**config.mk**
```make
export PLATFORM = sky130hd
export DESIGN_NAME = bin2bcd_seq
export DESIGN_NICKNAME = d
export VERILOG_FILES = /design/src/rtl/bin2bcd_seq.sv
export SDC_FILE = /design/constraint.sdc
export NUM_CORES = 1
export LEC_CHECK = 0
export BUFFER_PORTS_ARGS = -buffer_cell sky130_fd_sc_hd__buf_2
export CORE_ASPECT_RATIO = 1.1
export CORE_UTILIZATION = 55
export DETAILED_ROUTE_END_ITERATION = 12
export GPL_ROUTABILITY_DRIVEN = 0
export HOLD_SLACK_MARGIN = 0.08
export PLACE_DENSITY = 0.75
export SKIP_CTS_REPAIR_TIMING = 1
export SYNTH_ARGS = -nofsm -noshare
export SYNTH_HDL_FRONTEND = slang
export SYNTH_SLANG_ARGS = --single-unit
```
**constraint.sdc**
```tcl
create_clock -name clk -period 3.1 [get_ports clk]
set_clock_uncertainty 0.05 [all_clocks]
set_input_delay 0.62 -clock clk [delete_from_list [all_inputs] [get_ports clk]]
set_output_delay 0.62 -clock clk [all_outputs]
set_load 0.05 [all_outputs]
```
**src/rtl/bin2bcd_seq.sv**
```systemverilog
// Iterative shift-add-3 (double-dabble) binary-to-BCD converter, one bit per clock.
// Optional two's-complement input handling is enabled by defining BIN2BCD_SIGNED_EN.
module bin2bcd_seq #(
  parameter int unsigned IN_W   = 8,
  parameter int unsigned DIGITS = 3
) (
  input  logic                  clk,
  input  logic                  rst,
  input  logic                  in_valid,
  output logic                  in_ready,
  input  logic [IN_W-1:0]       in_data,
  output logic                  out_valid,
  input  logic                  out_ready,
  output logic [4*DIGITS-1:0]   out_bcd,
  output logic                  out_ovf,
  output logic                  out_neg
);

  localparam int unsigned BW = 4 * DIGITS;
  localparam int unsigned RW = BW + IN_W;
  localparam int unsigned CW = $clog2(IN_W + 1);

  typedef enum logic [1:0] {StIdle, StShift, StDone} state_e;

  state_e          state_q, state_d;
  logic [RW-1:0]   sreg_q, sreg_d;
  logic [CW-1:0]   cnt_q, cnt_d;
  logic            ovf_q, ovf_d;
  logic [IN_W-1:0] mag;
  logic [BW-1:0]   adj;
  logic            accept;

  assign accept = (state_q == StIdle) && in_valid;

`ifdef BIN2BCD_SIGNED_EN
  logic neg_q;

  // Negating the most negative value wraps to 2^(IN_W-1), which is the correct magnitude.
  assign mag = in_data[IN_W-1] ? -in_data : in_data;

  always_ff @(posedge clk or posedge rst) begin
    if (rst) begin
      neg_q <= 1'b0;
    end else if (accept) begin
      neg_q <= in_data[IN_W-1];
    end
  end

  assign out_neg = neg_q;
`else
  assign mag     = in_data;
  assign out_neg = 1'b0;
`endif

  // Add-3 correction on every BCD digit before the shift.
  always_comb begin
    adj = '0;
    for (int i = 0; i < int'(DIGITS); i++) begin
      adj[4*i +: 4] = (sreg_q[IN_W + 4*i +: 4] >= 4'd5) ? sreg_q[IN_W + 4*i +: 4] + 4'd3
                                                         : sreg_q[IN_W + 4*i +: 4];
    end
  end

  always_comb begin
    state_d = state_q;
    sreg_d  = sreg_q;
    cnt_d   = cnt_q;
    ovf_d   = ovf_q;
    unique case (state_q)
      StIdle: begin
        if (in_valid) begin
          sreg_d  = {{BW{1'b0}}, mag};
          cnt_d   = CW'(IN_W);
          ovf_d   = 1'b0;
          state_d = StShift;
        end
      end
      StShift: begin
        sreg_d = {adj, sreg_q[IN_W-1:0]} << 1;
        // The bit shifted out of the top digit is lost from out_bcd, so flag it.
        ovf_d  = ovf_q | adj[BW-1];
        cnt_d  = cnt_q - CW'(1);
        if (cnt_q == CW'(1)) begin
          state_d = StDone;
        end
      end
      StDone: begin
        if (out_ready) begin
          state_d = StIdle;
        end
      end
      default: state_d = StIdle;
    endcase
  end

  always_ff @(posedge clk or posedge rst) begin
    if (rst) begin
      state_q <= StIdle;
      sreg_q  <= '0;
      cnt_q   <= '0;
      ovf_q   <= 1'b0;
    end else begin
      state_q <= state_d;
      sreg_q  <= sreg_d;
      cnt_q   <= cnt_d;
      ovf_q   <= ovf_d;
    end
  end

  assign in_ready  = (state_q == StIdle);
  assign out_valid = (state_q == StDone);
  assign out_bcd   = sreg_q[RW-1 -: BW];
  assign out_ovf   = ovf_q;

endmodule

```
==> results_dict.tcl, run 1 <==
set metrics [dict create \
    clk_pin_slew_worst_paths_ns 0.15 \
    yosysWarnings 0 \
    final_common_cell "dfrtp_1" \
    htreeDepth 1 \
    synth_edf_count 0 \
    grt_usage_pct 22.8 \
    status "finished clean" \
    hold_viol 0 \
    netlist_area_um2 1630 \
    fillers 249 \
    power_leakage_nw 0.836 \
    grt_max_degree 28 \
    dp_hpwl_mm 2.28 \
    core_um2 2800 \
    ios 28 \
    rsz0062_at_grt "false" \
    final_cell_mix "dfrtp_1, buf_2, inv_1, nand2_1, o21ai_0" \
    timing.fmax_mhz 454 \
    dpl.cell_count 212 \
    avgViaCountPerCell 5.69 \
    ys.flop_type "dfrtp_1" \
    syn-num-nets 193 \
    wire_per_inst_um 14.7 \
    m1WireLength_mm 1.48 \
    port_buffers 26 \
    vias 1229 \
    placed_area_um2 1660 \
    min_path_type "input pin to async pin" \
    dr.first_iter.drc_count 27 \
    crit_family "flip-flops" \
    top_layer "met4" \
    end_kind "primary output" \
    ys_seq_area_share_pct 41.3 \
    row_count 20 \
    clockBufferDepth 2 \
    route.met3.wl_um 90 \
    hold-worst-slack_ns 0.458 \
    clk_latency_ns 0.33 \
    cts-buffers-inserted 3 \
    layout.cells.non_filler 216 \
    post-route-period-util_pct 71.1 \
    p_per_area_nw_per_um2 1140 \
    avgSynthCellArea_um2 9.45 \
    ys_ff_latch 27 \
    nNetsFinal 204 \
    die_w_um 54.0 \
    cp_max_fo 25 \
    final_area_um2 1690 \
    final-max-slew-violation-count 0 \
    worstPathCellList "nor2b_1, buf_2" \
    syn_to_final_growth_pct 3.37 \
    setup_viol 0 \
    path_class "flip-flop to primary output" \
    vdd_drop_max_mv 0.613 \
    cp.arrival_ns 1.53 \
    drt-total-wl_mm 3.19 \
    crit_path_max_incr_delay_ns 0.66 \
    syn_inst 173 \
    cp-start-kind "flip-flop" \
    die_area_um2 3190 \
    timing.critical_path.buf_inv 1 \
    wl_met2_mm 1.57 \
    async_reset_ff_share_pct 100 \
    drtAntennaViolNets 0 \
    slowest_stage "dfrtp_1" \
    maxSlewHeadroom_pct 30.8 \
    finalSetupTns_ns 0 \
    crit_required_ns 2.43 \
    grt_pass1_vias 1294 \
    multi_input_area_um2 732 \
    grt_pass1_wl_mm 5.29 \
    antenna_cells 0 \
    initial_core_util_pct 58.3 \
    grt_remaining_overflow 0 \
    maxCapViolations 0 \
    register_area_um2 676 \
    cts_root_buffer "clkbuf_4" \
    min_period_ns 2.20 \
    dieHeight_um 59.2 \
    clock-sinks 27 \
    worst_pin_slew_ns 1.04 \
    drcViolationCount 0 \
    final_core_util_pct 60.3 \
    drive_gt1_share_pct 18.0 \
    yosysUniqueCellTypes 30 \
    first_pass_iters 4 \
    cts_tree "yes" \
    grt_antenna_before_repair 0 \
]
sequential cells by signal, summed over array words and instances, names as in the netlist:
register	cells
sreg_q	20
cnt_q	4
out_ovf	1
state_q	2
metrics by stage:
step	setup slack, ns	power [mW]
5_1_grt	0.775	2.08
6_report	0.895	1.93
3_3_place_gp	1.34	1.73
2_1_floorplan	1.06	1.65
4_1_cts	0.893	1.94
3_5_place_dp	1.28	1.78
cell usage after synthesis, drive strengths merged, types with 4 or more instances:
library cell | instances | area [um2]
a21oi | 8 | 40.0
a32o | 4 | 40.0
and3b | 7 | 61.3
buf | 22 | 159
dfrtp | 27 | 676
ha | 8 | 100
inv | 18 | 67.6
nand2 | 16 | 60.1
nand2b | 7 | 43.8
nor2b | 5 | 31.3
o2111ai | 6 | 52.6
o21ai | 14 | 70.1
o31ai | 4 | 30.0
path summary, 6_finish.rpt:
kind	startpoint	endpoint	slack (ns)	cells after the start
max in group asynchronous	rst	sreg_q[13]$_DFFE_PP0P_	1.91	2
hold / removal	rst	sreg_q[18]$_DFFE_PP0P_	0.46	2
min in group clk	sreg_q[7]$_DFFE_PP0P_	sreg_q[8]$_DFFE_PP0P_	0.46	2
hold reg to reg	sreg_q[7]$_DFFE_PP0P_	sreg_q[8]$_DFFE_PP0P_	0.46	2
setup reg to reg	state_q[0]$_DFFE_PP0P_	cnt_q[2]$_DFFE_PP0P_	1.34	3
setup / recovery	state_q[0]$_DFFE_PP0P_	out_valid	0.90	2
cell families (layout without fill, tap and decap cells):
logic type	Yosys count	in the layout	share of synthesized area, %
xor+xnor	3	3	1.61
mux	2	2	1.23
compound gates	53	53	22.6
flops	27	27	41.3
fa+ha+maj	8	8	6.13
simple gates	39	39	13.0
buf+inv	40	50	13.9
other cells	1	1	0.229
area by class of cell:
class	count	area share, %
clock buffers	3	1.33
inverters	18	4.00
multi-input cells	106	43.3
flip-flops and latches	27	40.0
clock inverters	1	0.296
well taps	33	2.44
repair buffers	28	8.59
report_power, final:
part / total [mW] / internal, mW / switching, mW
clock: 0.153 / 0.0484 / 0.105
combinational: 1.11 / 0.390 / 0.720
sequential: 0.662 / 0.501 / 0.162
total: 1.93 / 0.939 / 0.986
layer usage:
| metal | vias to the layer above | track usage [%] |
|---|---|---|
| li1 | 610 | - |
| met1 | 590 | 26.2 |
| met2 | 23 | 40.9 |
| met3 | 6 | 2.82 |
| met4 | 0 | 11.0 |
| met5 | - | 0 |
No activity file was read; power rests on OpenSTA's default activity.
==> run 2: changes to the inputs <==
==> constraint.sdc (replaced) <==
create_clock -name clk -period 2.05 [get_ports clk]
set_clock_uncertainty 0.05 [all_clocks]
set_input_delay 0.41 -clock clk [delete_from_list [all_inputs] [get_ports clk]]
set_output_delay 0.41 -clock clk [all_outputs]
set_load 0.05 [all_outputs]
==> results_dict.tcl, run 2 (synthesis gave the netlist of run 1 again) <==
set metrics [dict create \
    p_clk_share_pct 7.6 \
    initial_core_util_pct 58.3 \
    power_leakage_nw 0.841 \
    grt_pass1_vias 1151 \
    worst_pin_slew_ns 0.631 \
    switching_share_pct 51.0 \
    dieHeight_um 59.2 \
    cp.arrival_ns 1.47 \
    drcViolationCount 0 \
    maxCapViolations 0 \
    worstReg2RegStart "state_q[0]$_DFFE_PP0P_" \
    final-max-slew-violation-count 0 \
    drtAntennaViolNets 0 \
    ff2ff_path_depth 3 \
    grt_pass1_wl_mm 4.72 \
    fillers 247 \
    largest_register_ffs 20 \
    p_per_area_nw_per_um2 1710 \
    clk_latency_ns 0.31 \
    timing.fmax_mhz 519 \
    clock-sinks 27 \
    maxSlewHeadroom_pct 57.9 \
    regMostFlops "sreg_q" \
    min_period_ns 1.93 \
    vdd_drop_max_mv 0.976 \
    dpl.cell_count 213 \
    grt_remaining_overflow 0 \
    power_frac_comb_pct 57.9 \
    die_w_um 54.0 \
    die_area_um2 3190 \
    ios 28 \
    wire_per_inst_um 14.0 \
    cp_max_fo 25 \
    grt_antenna_before_repair 0 \
    post-route-period-util_pct 94.0 \
    final_common_cell "dfrtp_1" \
    dr.first_iter.drc_count 32 \
    status "finished clean" \
    avgViaCountPerCell 5.73 \
    final_cell_mix "dfrtp_1, buf_2, inv_1, nand2_1, o21ai_0" \
    grt_usage_pct 20.5 \
    setup_viol 0 \
    clk_pin_slew_worst_paths_ns 0.14 \
    nNetsFinal 205 \
    crit_required_ns 1.59 \
    final_core_util_pct 60.5 \
    vias 1244 \
    seqPwrFrac_pct 34.4 \
    switchingPower_mw 1.48 \
    drt-total-wl_mm 3.04 \
    drive_gt1_share_pct 18.5 \
    end_kind "primary output" \
    grt_max_degree 28 \
    reg.largest.list "sreg_q: 20 flops, cnt_q: 4 flops, state_q: 2 flops" \
    r2r_end "cnt_q[2]$_DFFE_PP0P_" \
    syn_to_final_growth_pct 3.83 \
    hold_viol 0 \
    htreeDepth 1 \
    antenna_cells 0 \
    cts_tree "yes" \
    clockBufferDepth 2 \
    p_int_mw 1.42 \
    core_um2 2800 \
    rsz0062_at_grt "false" \
    path_class "flip-flop to primary output" \
    min_path_type "input pin to async pin" \
    row_count 20 \
    first_pass_iters 4 \
    dp_hpwl_mm 2.21 \
    finalSetupTns_ns 0 \
    r2r_setup_slack_ns 0.33 \
    layout.cells.non_filler 217 \
    cp-start-kind "flip-flop" \
    cts-buffers-inserted 3 \
    port_buffers 26 \
    cts_root_buffer "clkbuf_4" \
]
run 2: through the flow:
stage	instance area (um2)	setup slack [ns]	power, mW	hold slack, ns
6_report	1700	0.124	2.90	0.0728
5_1_grt	1700	0.0169	3.12	0.100
4_1_cts	1700	0.102	2.92	0.0779
3_5_place_dp	1670	0.355	2.69	0.426
3_3_place_gp	1670	0.438	2.62	0.422
2_1_floorplan	1630	0.215	2.50	0.398
run 2: how the worst max path moves through the flow:
stage / slack, ns / end / start / cells after the start
finish: 0.12 / out_valid / state_q[0]$_DFFE_PP0P_ / 2
global route: 0.02 / out_valid / state_q[0]$_DFFE_PP0P_ / 2
global placement: 0.44 / cnt_q[2]$_DFFE_PP0P_ / state_q[0]$_DFFE_PP0P_ / 3
floorplan: 0.22 / in_ready / state_q[0]$_DFFE_PP0P_ / 3
detailed placement: 0.36 / cnt_q[2]$_DFFE_PP0P_ / state_q[0]$_DFFE_PP0P_ / 3
CTS: 0.10 / out_valid / state_q[0]$_DFFE_PP0P_ / 2
run 2: power groups by stage:
stage	logic [mW]	clock network, mW	registers, mW
global route	1.84	0.253	1.03
finish	1.68	0.221	0.999
CTS	1.68	0.230	1.00
global placement	1.62	0	0.998
floorplan	1.54	0	0.958
detailed placement	1.67	0	1.02
run 2: cell type report:
| type | instances | area (um2) | share of cell area (%) |
|---|---|---|---|
| Multi-Input combinational cell | 106 | 732 | 43.1 |
| Sequential cell | 27 | 676 | 39.8 |
| Timing Repair Buffer | 29 | 153 | 9.00 |
| Inverter | 18 | 67.6 | 3.98 |
| Tap cell | 33 | 41.3 | 2.43 |
| Clock buffer | 3 | 22.5 | 1.33 |
| Clock inverter | 1 | 5.00 | 0.295 |
run 2: critical path, stage by stage (launching register included):
cell,delay [ns]
dfrtp_1,0.64
nor2b_1,0.23
buf_2,0.29
run 2: layer usage:
| metal | wire [um] | vias up | global-route usage (%) |
|---|---|---|---|
| met5 | 0 | - | 0 |
| met1 | 1430 | 592 | 25.7 |
| met3 | 109 | 2 | 2.31 |
| met2 | 1490 | 32 | 35.4 |
| li1 | - | 618 | - |
| met4 | 17 | 0 | 7.69 |
==> run 3: changes to the inputs <==
--- a/config.mk
+++ b/config.mk
@@ -5,13 +5,13 @@
 export SDC_FILE = /design/constraint.sdc
 export NUM_CORES = 1
 export LEC_CHECK = 0
-export BUFFER_PORTS_ARGS = -buffer_cell sky130_fd_sc_hd__buf_2
 export CORE_ASPECT_RATIO = 1.1
 export CORE_UTILIZATION = 55
 export DETAILED_ROUTE_END_ITERATION = 12
+export DONT_BUFFER_PORTS = 1
 export GPL_ROUTABILITY_DRIVEN = 0
 export HOLD_SLACK_MARGIN = 0.08
-export PLACE_DENSITY = 0.75
+export PLACE_DENSITY = 0.67
 export SKIP_CTS_REPAIR_TIMING = 1
 export SYNTH_ARGS = -nofsm -noshare
 export SYNTH_HDL_FRONTEND = slang
==> results_dict.tcl, run 3 (synthesis gave the netlist of run 1 again) <==
set metrics [dict create \
    post-route-period-util_pct 92.5 \
    nNetsFinal 191 \
    maxSlewHeadroom_pct 61.9 \
    setup_viol 0 \
    drt-total-wl_mm 3.10 \
    ios 28 \
    drcViolationCount 0 \
    cts_root_buffer "clkbuf_4" \
    end_kind "primary output" \
    die_area_um2 3190 \
    p_per_area_nw_per_um2 1760 \
    antenna_cells 0 \
    cp_max_fo 15 \
    dr.first_iter.drc_count 32 \
    wl_met2_mm 1.59 \
    grt_antenna_before_repair 0 \
    grt_pass1_wl_mm 5.13 \
    first_pass_iters 4 \
    clk_pin_slew_worst_paths_ns 0.16 \
    regMostFlops "sreg_q" \
    initial_core_util_pct 58.3 \
    core_um2 2800 \
    timing.fmax_mhz 528 \
    drtAntennaViolNets 0 \
    final_area_um2 1660 \
    rsz0062_at_grt "false" \
    dp_hpwl_mm 2.30 \
    vdd_drop_max_mv 0.993 \
    vias 1187 \
    largest_register_ffs 20 \
    reg.largest.list "sreg_q: 20 flops, cnt_q: 4 flops, state_q: 2 flops" \
    cp.arrival_ns 1.44 \
    row_count 20 \
    path_class "flip-flop to primary output" \
    min_period_ns 1.90 \
    wire_per_inst_um 15.3 \
    drive_gt1_share_pct 11.2 \
    clock-sinks 27 \
    status "finished clean" \
    crit_required_ns 1.59 \
    dieHeight_um 59.2 \
    top_layer "met4" \
    grt_max_degree 28 \
    cts_tree "yes" \
    final_cell_mix "dfrtp_1, inv_1, nand2_1, o21ai_0, buf_4" \
    route.met3.wl_um 100 \
    maxCapViolations 0 \
    htreeDepth 1 \
    port_buffers 0 \
    min_path_type "input pin to flip-flop" \
    power_leakage_nw 0.782 \
    worst_pin_slew_ns 0.571 \
    avgViaCountPerCell 5.85 \
    multi_input_area_um2 732 \
    final-max-slew-violation-count 0 \
    finalSetupTns_ns 0 \
    m1WireLength_mm 1.38 \
    cts-buffers-inserted 3 \
    final_common_cell "dfrtp_1" \
    grt_usage_pct 22.1 \
    cp-start-kind "flip-flop" \
    die_w_um 54.0 \
    fillers 246 \
    clockBufferDepth 2 \
    register_area_um2 676 \
    grt_pass1_vias 1179 \
    clk_latency_ns 0.33 \
    placed_area_um2 1620 \
    grt_remaining_overflow 0 \
    hold_viol 0 \
    syn_to_final_growth_pct 1.68 \
]
## run 3: cell types whose count changed in the layout (fill, tap and decap cells not counted), sizes merged
cell and change:
buf -15, clkinv -1, clkinvlp +1, dlygate4sd3 +1
## run 3: area by class of cell
type | instances | area share [%]
clock buffer | 3 | 1.36
clock inverter | 1 | 0.452
inverter | 18 | 4.07
multi-input combinational | 106 | 44.1
sequential | 27 | 40.7
tap | 33 | 2.48
timing repair buffer | 15 | 6.93
## run 3: worst paths after layout
| check | startpoint | to | slack, ns | depth (start not counted) |
|---|---|---|---|---|
| worst max-delay path | state_q[0]$_DFFE_PP0P_ | out_valid | 0.15 | 3 |
| worst min-delay path | out_ready | state_q[1]$_DFFE_PP0P_ | 0.22 | 2 |
| worst max register to register | sreg_q[12]$_DFFE_PP0P_ | sreg_q[16]$_DFFE_PP0P_ | 0.49 | 5 |
| worst min register to register | sreg_q[3]$_DFFE_PP0P_ | sreg_q[3]$_DFFE_PP0P_ | 0.46 | 2 |
| max in group asynchronous | rst | cnt_q[2]$_DFFE_PP0P_ | 1.19 | 3 |
| min in group asynchronous | rst | sreg_q[13]$_DFFE_PP0P_ | 0.51 | 3 |
## run 3: per-layer routing
metal | global-route usage [%] | up-vias
li1 | - | 585
met1 | 25.8 | 580
met2 | 39.7 | 20
met3 | 3.33 | 2
met4 | 8.79 | 0
met5 | 0 | -
## run 3: stage by stage
stage	utilization [%]	hold WS [ns]	total power [mW]	setup slack, ns	std cells
finish	59.3	0.216	2.93	0.154	203
global route	59.3	0.209	3.18	0.0359	203
CTS	58.9	-0.0428	2.95	0.132	202
detailed placement	57.9	0.339	2.71	0.515	198
global placement	57.9	0.330	2.64	0.530	198
floorplan	-	0.398	2.50	0.215	173
## run 3: worst max-delay path, stage by stage (launching register included)
cell	delay, ns
dfrtp_1	0.51
buf_4	0.22
nor2b_1	0.15
buf_4	0.22
## run 3: power breakdown
group	internal [mW]	leakage (nW)	switching [mW]
Sequential	0.754	0.344	0.342
Combinational	0.611	0.424	0.981
Clock	0.0747	0.0139	0.170
